<file path="config.mk">
export PLATFORM = sky130hd
export DESIGN_NAME = fifo_frame_reader_flat
export DESIGN_NICKNAME = d
export VERILOG_FILES = /design/src/rtl/fifo_frame_reader_pkg.sv /design/src/rtl/fifo_frame_reader_if.sv /design/src/rtl/fifo_frame_reader_skid_buf.sv /design/src/rtl/fifo_frame_reader.sv /design/src/flat_wrapper.sv
export SDC_FILE = /design/constraint.sdc
export NUM_CORES = 1
export LEC_CHECK = 0
export CAP_MARGIN = 40
export CORE_ASPECT_RATIO = 0.7
export CORE_MARGIN = 10
export CORE_UTILIZATION = 55
export CTS_BUF_LIST = sky130_fd_sc_hd__clkbuf_16
export CTS_CLUSTER_DIAMETER = 100
export CTS_CLUSTER_SIZE = 10
export DETAILED_ROUTE_END_ITERATION = 16
export GPL_TIMING_DRIVEN = 0
export PLACE_DENSITY = 0.88
export SYNTH_ARGS = -nofsm -noshare
export SYNTH_HDL_FRONTEND = slang
export SYNTH_SLANG_ARGS = --single-unit
</file>
<file path="constraint.sdc">
create_clock -name clk -period 7.15 [get_ports clk]
set_clock_uncertainty 0.05 [all_clocks]
set_input_delay 2.145 -clock clk [delete_from_list [all_inputs] [get_ports clk]]
set_output_delay 2.145 -clock clk [all_outputs]
set_load 0.01 [all_outputs]
</file>
<file path="src/rtl/fifo_frame_reader_pkg.sv">
// Shared definitions for the audio FIFO frame reader: FSM encoding and
// standard frame lengths for the FFT front end.
package fifo_frame_reader_pkg;

   typedef enum logic [1:0] {
      ST_IDLE  = 2'd0,
      ST_RUN   = 2'd1,
      ST_DRAIN = 2'd2
   } state_t;

   localparam int unsigned FRAME_LEN_FFT256  = 256;
   localparam int unsigned FRAME_LEN_FFT512  = 512;
   localparam int unsigned FRAME_LEN_FFT1024 = 1024;
   localparam int unsigned DEFAULT_FRAME_LEN = FRAME_LEN_FFT1024;

endpackage

</file>
<file path="src/rtl/fifo_frame_reader_if.sv">
// FIFO read port plus framed valid/ready stream of the frame reader.
// master is the reader's view, slave is the FIFO/downstream side.
interface fifo_frame_reader_if #(
   parameter int unsigned DATA_WIDTH = 16
);
   logic                  fifo_rd_en;
   logic [DATA_WIDTH-1:0] fifo_rd_data;
   logic                  fifo_empty;
   logic                  m_valid;
   logic                  m_ready;
   logic [DATA_WIDTH-1:0] m_data;
   logic                  m_last;

   modport master (
      output fifo_rd_en, m_valid, m_data, m_last,
      input  fifo_rd_data, fifo_empty, m_ready
   );

   modport slave (
      input  fifo_rd_en, m_valid, m_data, m_last,
      output fifo_rd_data, fifo_empty, m_ready
   );
endinterface

</file>
<file path="src/rtl/fifo_frame_reader_skid_buf.sv">
// Two-entry FIFO-ordered register buffer; head entry drives the output.
module frame_skid_buf #(
   parameter int unsigned DATA_WIDTH = 16
) (
   input  logic                  clk,
   input  logic                  rst,
   input  logic                  push,
   input  logic [DATA_WIDTH-1:0] din,
   input  logic                  pop,
   output logic                  valid,
   output logic [DATA_WIDTH-1:0] dout,
   output logic [1:0]            occ
);
   logic [DATA_WIDTH-1:0] head;
   logic [DATA_WIDTH-1:0] tail;

   // pop is only ever asserted with valid=1, and push never arrives when full
   always_ff @(posedge clk or posedge rst) begin
      if (rst) begin
         head <= '0;
         tail <= '0;
         occ  <= '0;
      end else begin
         case ({push, pop})
            2'b10: begin
               if (occ == 2'd0) head <= din;
               else             tail <= din;
               occ <= occ + 2'd1;
            end
            2'b01: begin
               head <= tail;
               occ  <= occ - 2'd1;
            end
            2'b11: begin
               if (occ == 2'd1) begin
                  head <= din;
               end else begin
                  head <= tail;
                  tail <= din;
               end
            end
            default: ;
         endcase
      end
   end

   assign valid = (occ != 2'd0);
   assign dout  = head;
endmodule

</file>
<file path="src/rtl/fifo_frame_reader.sv">
// Drains the audio FIFO and re-emits samples as FRAME_LEN-sample frames
// with a last marker; starts and stops only on frame boundaries.
module fifo_frame_reader
   import fifo_frame_reader_pkg::*;
#(
   parameter int unsigned DATA_WIDTH    = 16,
   parameter int unsigned FRAME_LEN     = DEFAULT_FRAME_LEN,
   parameter int unsigned CNT_WIDTH     = 16,
   parameter int unsigned FRM_CNT_WIDTH = 16
) (
   input  logic                     clk,
   input  logic                     rst,
   input  logic                     en,
   fifo_frame_reader_if.master      bus,
   output logic [FRM_CNT_WIDTH-1:0] frame_cnt,
   output logic                     busy
);
   localparam logic [CNT_WIDTH-1:0] LAST_IDX = CNT_WIDTH'(FRAME_LEN - 1);

   state_t                state, state_nxt;
   logic [CNT_WIDTH-1:0]  rd_cnt;
   logic [CNT_WIDTH-1:0]  out_cnt;
   logic                  inflight;
   logic                  rd_en;
   logic                  last_rd;
   logic                  handshake;
   logic                  sk_valid;
   logic [DATA_WIDTH-1:0] sk_data;
   logic [1:0]            occ;
   logic [2:0]            level;

   frame_skid_buf #(.DATA_WIDTH(DATA_WIDTH)) u_skid (
      .clk   (clk),
      .rst   (rst),
      .push  (inflight),
      .din   (bus.fifo_rd_data),
      .pop   (handshake),
      .valid (sk_valid),
      .dout  (sk_data),
      .occ   (occ)
   );

   assign handshake    = sk_valid && bus.m_ready;
   assign bus.m_valid  = sk_valid;
   assign bus.m_data   = sk_data;
   assign bus.m_last   = sk_valid && (out_cnt == LAST_IDX);
   assign bus.fifo_rd_en = rd_en;

   // Buffer level after this cycle's edge; a beat leaving now frees its slot,
   // which keeps reads back to back under full throughput (handshake implies occ>=1).
   assign level = {1'b0, occ} + {2'b00, inflight} - {2'b00, handshake};

   always_comb begin
      state_nxt = state;
      rd_en     = 1'b0;
      last_rd   = 1'b0;
      busy      = (state != ST_IDLE);
      case (state)
         ST_IDLE: begin
            if (en) state_nxt = ST_RUN;
         end
         ST_RUN: begin
            rd_en   = !bus.fifo_empty && (level < 3'd2);
            last_rd = rd_en && (rd_cnt == LAST_IDX);
            if (last_rd && !en) state_nxt = ST_DRAIN;
         end
         ST_DRAIN: begin
            if ((occ == 2'd0) && !inflight) state_nxt = ST_IDLE;
         end
         default: state_nxt = ST_IDLE;
      endcase
   end

   always_ff @(posedge clk or posedge rst) begin
      if (rst) begin
         state     <= ST_IDLE;
         inflight  <= 1'b0;
         rd_cnt    <= '0;
         out_cnt   <= '0;
         frame_cnt <= '0;
      end else begin
         state    <= state_nxt;
         inflight <= rd_en;
         if (last_rd)    rd_cnt <= '0;
         else if (rd_en) rd_cnt <= rd_cnt + 1'b1;
         if (handshake) begin
            if (bus.m_last) begin
               out_cnt   <= '0;
               frame_cnt <= frame_cnt + 1'b1;
            end else begin
               out_cnt <= out_cnt + 1'b1;
            end
         end
      end
   end
endmodule

</file>
<file path="src/flat_wrapper.sv">
// flat-port wrapper written by rule: the top's interface ports become plain ports
module fifo_frame_reader_flat import fifo_frame_reader_pkg::*;
#(
   parameter int unsigned DATA_WIDTH    = 16,
   parameter int unsigned FRAME_LEN     = DEFAULT_FRAME_LEN,
   parameter int unsigned CNT_WIDTH     = 16,
   parameter int unsigned FRM_CNT_WIDTH = 16
)
  (clk, rst, en, frame_cnt, busy, bus_fifo_rd_en, bus_m_valid, bus_m_data, bus_m_last, bus_fifo_rd_data, bus_fifo_empty, bus_m_ready);
  fifo_frame_reader_if #(.DATA_WIDTH(DATA_WIDTH)) bus_i ();
  input  logic clk;
  input  logic rst;
  input  logic en;
  output logic [FRM_CNT_WIDTH-1:0] frame_cnt;
  output logic busy;
  output wire logic [$bits(bus_i.fifo_rd_en)-1:0] bus_fifo_rd_en;
  output wire logic [$bits(bus_i.m_valid)-1:0] bus_m_valid;
  output wire logic [$bits(bus_i.m_data)-1:0] bus_m_data;
  output wire logic [$bits(bus_i.m_last)-1:0] bus_m_last;
  input wire logic [$bits(bus_i.fifo_rd_data)-1:0] bus_fifo_rd_data;
  input wire logic [$bits(bus_i.fifo_empty)-1:0] bus_fifo_empty;
  input wire logic [$bits(bus_i.m_ready)-1:0] bus_m_ready;
  assign bus_fifo_rd_en = bus_i.fifo_rd_en;
  assign bus_m_valid = bus_i.m_valid;
  assign bus_m_data = bus_i.m_data;
  assign bus_m_last = bus_i.m_last;
  assign bus_i.fifo_rd_data = bus_fifo_rd_data;
  assign bus_i.fifo_empty = bus_fifo_empty;
  assign bus_i.m_ready = bus_m_ready;
  fifo_frame_reader #(.DATA_WIDTH(DATA_WIDTH), .FRAME_LEN(FRAME_LEN), .CNT_WIDTH(CNT_WIDTH), .FRM_CNT_WIDTH(FRM_CNT_WIDTH)) u_core (.clk(clk), .rst(rst), .en(en), .bus(bus_i), .frame_cnt(frame_cnt), .busy(busy));
endmodule
</file>
Yosys cells after proc, flatten, opt, wreduce, memory -nomap -nowiden
Index checks and enable logic that the tools add are counted.

storage, ports and cells
  input bits = 21
  flip-flop bits (word level) = 85
  word-level logic and storage cells = 67

operators by class
  mux-type cells = 16
  equality and inequality tests = 14
  reduce and logical (&&, ||, !) cells = 21
  magnitude comparators = 1
  add/subtract/negate cells = 7

operators by type and width
  operator                                               count
  two-way mux 16 bit                                     7
  adder 16 x 1 -> 16 bit, second input constant          3
  one-hot mux 16 bit (3 select lines)                    1
  == test 16 x 10 -> 1 bit, second input constant        2
  one-hot mux 16 bit (2 select lines)                    1
  nonzero test 2 bit                                     5
  == test 2 x 1 -> 1 bit, second input constant          3
  == test 2 bit, second input constant                   3
  logical AND 1 bit                                      6
  two-way mux 2 bit                                      3
  inequality test 2 x 1 -> 1 bit, second input constant  3
  inequality test 2 bit, second input constant           3
  one-hot mux 2 bit (3 select lines)                     1
  AND reduction 3 bit                                    2
  zero test 2 bit                                        2
  one-hot mux 2 bit (2 select lines)                     1
  AND reduction 2 bit                                    2
  adder 2 x 1 -> 3 bit                                   1
  zero test 1 bit                                        3
  < comparator 3 x 2 -> 1 bit, second input constant     1
  nonzero test 3 bit                                     1
  subtractor 3 x 1 -> 3 bit                              1
  adder 2 x 1 -> 2 bit, second input constant            1
  two-way mux 1 bit                                      2
  subtractor 2 x 1 -> 2 bit, second input constant       1

Longest topological paths before layout
Gate-level depths: netlist of the first run.

  depth in word-level cells = 9
  gate-level depth with buffers = 12
  gate-level depth less buffers = 12

Hierarchy
From an unflattened synthesis of the first run, not the netlist that was laid out.

unflattened totals
  cell total of the unflattened synthesis = 395
  area total of the unflattened synthesis = 4237.8 µm²

modules (own cells, without submodules)
  module             instances  cells an instance  sequential area each (µm²)  area each (µm²)
  fifo_frame_reader  1          244                1276.2                      2596.2
  frame_skid_buf     1          151                850.8                       1641.6

Worst setup path before layout of the first run
OpenSTA, ideal clock, no wires.

  kind = input to output
  from = in bus_m_ready
  to = out bus_fifo_rd_en
  slack = 0.807 ns
  arrival time = 4.148 ns
  cell stages on the path = 8
  required time = 4.955 ns
  buffers on the path = 0
  cell sequence = nor2b_1 inv_1 ha_1 nand2b_1 fa_1 nor2b_1 nand3_1 clkinv_1

between the ends
  cells in the longest elaborated chain, start to end = 5

ends and longest elaborated chain
  what                         RTL line                 text
  from (decl)                  flat_wrapper.sv:22       input wire logic [$bits(bus_i.m_ready)-1:0] bus_m_ready;
  logical AND 1 bit            fifo_frame_reader.sv:43  assign handshake = sk_valid && bus.m_ready;
  subtractor 3 x 1 -> 3 bit    fifo_frame_reader.sv:51  assign level = {1'b0, occ} + {2'b00, inflight} - {2'b00, handshake};
  < comparator 3 x 2 -> 1 bit  fifo_frame_reader.sv:63  rd_en = !bus.fifo_empty && (level < 3'd2);
  logical AND 1 bit            fifo_frame_reader.sv:63
  two-way mux 1 bit            fifo_frame_reader.sv:58  case (state)
  to (decl)                    flat_wrapper.sv:16       output wire logic [$bits(bus_i.fifo_rd_en)-1:0] bus_fifo_rd_en;

Every way passes these cells.

Worst setup path after layout of the first run
Ends and elaborated chain as after synthesis.

==> results of run 1 <==
## kinds of logic after synthesis
family / count (synthesis)
AOI/OAI and AO/OA: 36
and+or+nand+nor: 143
adders and majority gates: 7
buffers and inverters: 24
muxes: 33
xor gates and xnor gates: 40
DFF: 85
## layer usage
| metal | part of all wire (%) | routed length [um] | up-vias | global-route usage [%] |
|---|---|---|---|---|
| li1 | - | - | 1437 | - |
| met1 | 43 | 4120 | 1510 | 22.3 |
| met2 | 49 | 4620 | 117 | 28.6 |
| met3 | 6.1 | 578 | 16 | 3.98 |
| met4 | 1.9 | 183 | 0 | 6.56 |
| met5 | 0 | 0 | - | 0 |
## repair_timing
action                                  CTS  global route
endpoints found under the setup margin    1             1
buffers inserted                          0             2
gates resized for setup                  11             0
hold endpoints to repair                  0             0
## through the flow
| step | std cells | hold WS, ps | cell area, sq um |
|---|---|---|---|
| 2_1_floorplan | 368 | 384 | 4060 |
| 3_3_place_gp | 522 | 399 | 4740 |
| 3_5_place_dp | 523 | 410 | 4770 |
| 4_1_cts | 538 | 409 | 5100 |
| 5_1_grt | 540 | 430 | 5120 |
| 6_report | 540 | 410 | 5120 |
## sequential cells by signal, indices dropped and copies added (netlist names)
name,flops
u_core.u_skid.tail,16
u_core.u_skid.dout,16
u_core.rd_cnt,16
u_core.u_skid.occ,2
u_core.state,2
u_core.out_cnt,16
u_core.frame_cnt,16
u_core.inflight,1
## synthesized netlist by cell type (2+ instances only)
cell / count / area share [%]
a21oi_1: 8 / 0.99
and3_1: 7 / 1.1
and4_1: 2 / 0.43
buf_2: 3 / 0.37
clkbuf_1: 5 / 0.46
dfrtp_1: 85 / 52
ha_1: 6 / 1.9
inv_1: 12 / 1.1
mux2_2: 17 / 4.7
mux2i_1: 16 / 3.9
nand2_1: 45 / 4.2
nand2b_1: 2 / 0.31
nand3_1: 18 / 2.2
nand4_1: 10 / 1.5
nor2_1: 10 / 0.93
nor2b_1: 3 / 0.46
nor3_1: 10 / 1.2
nor4_1: 10 / 1.5
o21ai_0: 20 / 2.5
o31ai_1: 4 / 0.74
or2_2: 2 / 0.31
or3_1: 3 / 0.46
or4_1: 3 / 0.56
or4_4: 2 / 0.56
xnor2_1: 16 / 3.5
xor2_1: 24 / 5.2
## critical path, stage by stage
cell and delay [ps]:
clkdlybuf4s15_2 270, nor2b_4 200, inv_1 140, ha_1 390, nand2b_1 190, fa_1 540, nor2b_2 190, nand3_4 110
clkinv_4 100, clkdlybuf4s50_1 540
## where the power goes
group	internal [mW]	switching [mW]	total [mW]
logic	0.284	0.294	0.578
registers	0.605	0.0957	0.701
clock network	0.273	0.191	0.464
total	1.16	0.581	1.74
## final cells by class
| cell class | count | area [sq um] |
|---|---|---|
| Sequential cell | 85 | 2130 |
| Fill cell | 501 | 2110 |
| Multi-Input combinational cell | 259 | 1840 |
| Timing Repair Buffer | 59 | 604 |
| Clock buffer | 9 | 225 |
| Tap cell | 98 | 123 |
| Clock inverter | 6 | 71.3 |
| Buffer | 11 | 66.3 |
| Inverter | 13 | 56.3 |
## worst max-delay path by stage
stage,end,slack [ps],start,cells after the start
finish,bus_fifo_rd_en,130,bus_m_ready,10
global route,bus_fifo_rd_en,30,bus_m_ready,10
CTS,bus_fifo_rd_en,30,bus_m_ready,10
detailed placement,bus_fifo_rd_en,-760,bus_m_ready,10
global placement,bus_fifo_rd_en,-720,bus_m_ready,10
floorplan,bus_fifo_rd_en,810,bus_m_ready,8
==> impl_metrics.py, run 1 <==
metrics = {
    "timing": {
        "rsz0062_at_grt": "no",
        "setup-tns-final_ps": 0,
        "max_freq_ghz": 0.142,
        "slew_viol_final": 0,
        "relSlewSlack_pct": 63.7,
        "fin_crit_ps": 7020,
        "worst_slew_pin_slew_ps": 540,
        "finalHoldViolCount": 0,
        "fin_ws_ps": 125,
        "min_period_over_period_pct": 98.3,
        "setup_viol": 0,
    },
    "placement": {
        "port_buffers": 56,
        "dp_slack_ps": -761,
        "dpl.hpwl_um": 6820,
        "place_congestion": 0.853,
    },
    "floorplan": {
        "io_pins": 57,
        "die_h_um": 91.8,
        "die_area_sq_um": 11300,
        "rows": 26,
        "core_sq_um": 7220,
        "die_w_um": 123,
        "initial_core_util_pct": 56.2,
    },
    "outcome": {
        "status": "completed",
    },
    "global_route": {
        "grt_pass1_vias": 3143,
        "grt-ovfl-total": 0,
        "grt_max_degree": 70,
        "antenna_found_initial": 0,
        "grt_usage_pct": 17.5,
        "grt_pass1_wl_um": 16000,
    },
    "power_and_ir_drop": {
        "ir_drop_mv": 0.188,
        "power_mw": 1.74,
        "leakagePower_nw": 2.36,
        "cellPowerDensity_nw_per_um2": 341,
    },
    "cts": {
        "cts_tree": "yes",
        "ctsHoldBuffers": 0,
        "cts_buffer_depth": 2,
        "clk_latency_ps": 330,
        "path_clk_slew_ps": 60,
        "cts_max_level": 3,
        "cts-root-buf": "clkbuf_16",
        "cts_buffers": 9,
        "cts_sinks": 85,
    },
    "hold_path": {
        "hold_path_end": "u_core.state[0]$_DFFE_PP0P_",
        "min-delay-path-class": "flop to flop",
        "min_path_cells": 1,
        "hold_path.startpoint": "u_core.state[1]$_DFFE_PP0P_",
    },
    "logic_synthesis": {
        "ys_async_sr_fraction_pct": 100,
        "synthFlopType": "dfrtp_1",
        "avgSynthCellArea_sq_um": 11.0,
        "synth_seq_cells": 85,
        "synth.distinct_cells": 51,
        "synthXorXnorAreaFrac_pct": 8.64,
        "netlist_instances": 368,
        "ys_warn_count": 0,
        "synthAdderAreaFrac_pct": 2.34,
        "synth_compound_area_share_pct": 5.03,
        "synthMuxAreaShare_pct": 8.67,
        "synth_top_family_by_area": "simple AND/OR/NAND/NOR gates",
        "synth_seq_area_share_pct": 52.5,
        "synth_fp_nets": 396,
        "synth-simple-area-share_pct": 20.0,
        "netlist_area_sq_um": 4060,
        "synth-edff-count": 0,
    },
    "finish": {
        "final_cell_mix": "dfrtp_1 (85), clkdlybuf4s50_1 (55), nand2_1 (45)",
        "fin_util_pct": 70.8,
        "area_growth_pct": 26.2,
        "fin_nets": 466,
        "diodes": 0,
        "drive_above_1_share_pct": 14.3,
        "final_common_cell": "dfrtp_1",
    },
    "worst_setup_path": {
        "worstPathArrival_ps": 4830,
        "crit_type": "primary input to output pin",
        "r2r_slack_ps": 3460,
        "ff2ff_path_depth": 13,
        "rr_endpoint": "u_core.rd_cnt[9]$_DFFE_PP0P_",
        "cp_max_fo": 9,
        "rr_startpoint": "u_core.u_skid.occ[1]$_DFFE_PP0N_",
        "critPathLaunchType": "primary input",
        "cp.required_ps": 4950,
        "crit_path_end_kind": "output pin",
    },
    "route": {
        "wire_per_inst_um": 17.6,
        "vias": 3080,
        "drt_wl_total_um": 9510,
        "firstDrtPassIters": 5,
        "drc": 0,
        "ant_nets": 0,
        "viasPerCell": 5.70,
        "first_iter_violations": 240,
    },
    "run": {
        "maxCapViolCount": 0,
    },
}
No activity file was read; power rests on OpenSTA's default activity.
==> run 2: changes to the inputs <==
- CAP_MARGIN: 40 -> 20
==> impl_metrics.py, run 2 (same netlist as run 1, synthesis figures left out) <==
metrics = {
    "global_route": {
        "grt_usage_pct": 17.4,
        "grt-ovfl-total": 0,
        "antenna_found_initial": 0,
        "grt_pass1_wl_um": 15700,
        "grt_max_degree": 71,
        "grt_pass1_vias": 3102,
    },
    "route": {
        "drt_wl_total_um": 9630,
        "first_iter_violations": 229,
        "viasPerCell": 5.68,
        "ant_nets": 0,
        "drc": 0,
        "firstDrtPassIters": 4,
        "wire_per_inst_um": 17.9,
        "vias": 3059,
    },
    "timing": {
        "min_period_over_period_pct": 98.4,
        "relSlewSlack_pct": 64.3,
        "worst_slew_pin_slew_ps": 531,
        "fin_ws_ps": 112,
        "max_freq_ghz": 0.142,
        "setup_viol": 0,
        "slew_viol_final": 0,
        "fin_crit_ps": 7040,
        "finalHoldViolCount": 0,
    },
    "finish": {
        "final_cell_mix": "dfrtp_1 (85), clkdlybuf4s50_1 (55), nand2_1 (45)",
        "regArea_sq_um": 2130,
        "stdcell_count": 539,
        "area_growth_pct": 26.9,
        "nFillCells": 496,
        "final_common_cell": "dfrtp_1",
        "diodes": 0,
        "drive_above_1_share_pct": 14.5,
        "multiInputGateArea_sq_um": 1860,
        "fin_nets": 465,
    },
    "cts": {
        "cts-root-buf": "clkbuf_16",
        "cts_tree": "yes",
        "path_clk_slew_ps": 60,
        "clk_latency_ps": 340,
        "cts_buffer_depth": 2,
        "cts_buffers": 9,
        "cts_max_level": 3,
        "cts_sinks": 85,
    },
    "worst_setup_path": {
        "cp_max_fo": 10,
        "worstPathArrival_ps": 4840,
        "worst-path-buf-inv": 4,
        "cp.required_ps": 4950,
        "crit_path_end_kind": "output pin",
        "crit_start": "bus_m_ready",
        "critPathLaunchType": "primary input",
        "critical_path.cell_chain": "clkdlybuf4s15_2, nor2b_4, clkinvlp_4, ha_4, nand2b_1, fa_1, nor2b_2, nand3_4, clkinv_4, clkdlybuf4s50_1",
        "crit_type": "primary input to output pin",
        "rr_startpoint": "u_core.u_skid.occ[1]$_DFFE_PP0N_",
        "crit_slowest_cell": "clkdlybuf4s50_1",
        "critPathMaxStageDelay_ps": 550,
        "ff2ff_path_depth": 12,
        "crit_cells": 10,
        "crit_family": "buffers and inverters",
    },
    "placement": {
        "dp_slack_ps": -740,
        "dp.cells": 523,
        "place_congestion": 0.853,
        "port_buffers": 56,
        "dpl.hpwl_um": 6770,
    },
    "floorplan": {
        "core_sq_um": 7220,
        "die_h_um": 91.8,
        "die_area_sq_um": 11300,
        "rows": 26,
        "initial_core_util_pct": 56.2,
        "die_w_um": 123,
        "io_pins": 57,
    },
    "power_and_ir_drop": {
        "power_mw": 1.77,
        "cellPowerDensity_nw_per_um2": 345,
        "ir_drop_mv": 0.204,
        "leakagePower_nw": 2.36,
    },
    "outcome": {
        "status": "completed",
    },
    "hold_path": {
        "hold_path.startpoint": "u_core.frame_cnt[15]$_DFFE_PP0P_",
        "min_path_cells": 1,
        "min-delay-path-class": "flop to flop",
    },
    "run": {
        "maxCapViolCount": 0,
    },
}
[run 2: what timing repair did]
| action | 4_1_cts | 5_1_grt |
|---|---|---|
| pin swaps | 0 | 0 |
| endpoints found under the setup margin | 1 | 1 |
| hold buffers | 0 | 0 |
| setup buffers | 0 | 1 |
| resized for setup | 11 | 2 |
[run 2: power breakdown]
group          total [mW]  internal [mW]  switching [mW]
sequential          0.699          0.605          0.0943
combinational       0.575          0.281           0.294
clock               0.500          0.308           0.192
total                1.77           1.19           0.581
[run 2: path summary, 6_finish.rpt]
check / endpoint / slack [ps]
setup / recovery: bus_fifo_rd_en / 110
hold / removal: u_core.frame_cnt[15]$_DFFE_PP0P_ / 410
setup reg to reg: u_core.rd_cnt[9]$_DFFE_PP0P_ / 3650
hold reg to reg: u_core.frame_cnt[15]$_DFFE_PP0P_ / 410
max in group asynchronous: u_core.u_skid.tail[13]$_DFFE_PP0P_ / 4410
min in group asynchronous: u_core.u_skid.dout[6]$_DFFE_PP0P_ / 2030
[run 2: layout make-up]
class / instances / area share, %
plain buffers: 11 / 1.29
well taps: 98 / 2.38
flip-flops and latches: 85 / 41.3
repair buffers: 58 / 11.6
inverters: 13 / 1.17
clock buffers: 9 / 4.38
multi-input cells: 259 / 36.0
clock inverters: 6 / 1.82
[run 2: per-layer routing]
metal	GRT usage [%]	up-vias	part of all wire, %
met3	4.47	17	5.9
met1	21.7	1511	42
met5	0	-	0
met4	5.38	0	1.2
met2	29.1	99	51
li1	-	1432	-
[run 2: metrics by stage]
step / hold slack, ps / instance area [sq um] / TNS, ps / utilization (%)
after floorplan: 384 / 4060 / 0 / -
after global placement: 399 / 4740 / -724 / 65.6
after detailed placement: 410 / 4770 / -740 / 66.0
after CTS: 412 / 5120 / 0 / 70.9
after global routing: 427 / 5150 / -5.59 / 71.3
final: 414 / 5150 / 0 / 71.3
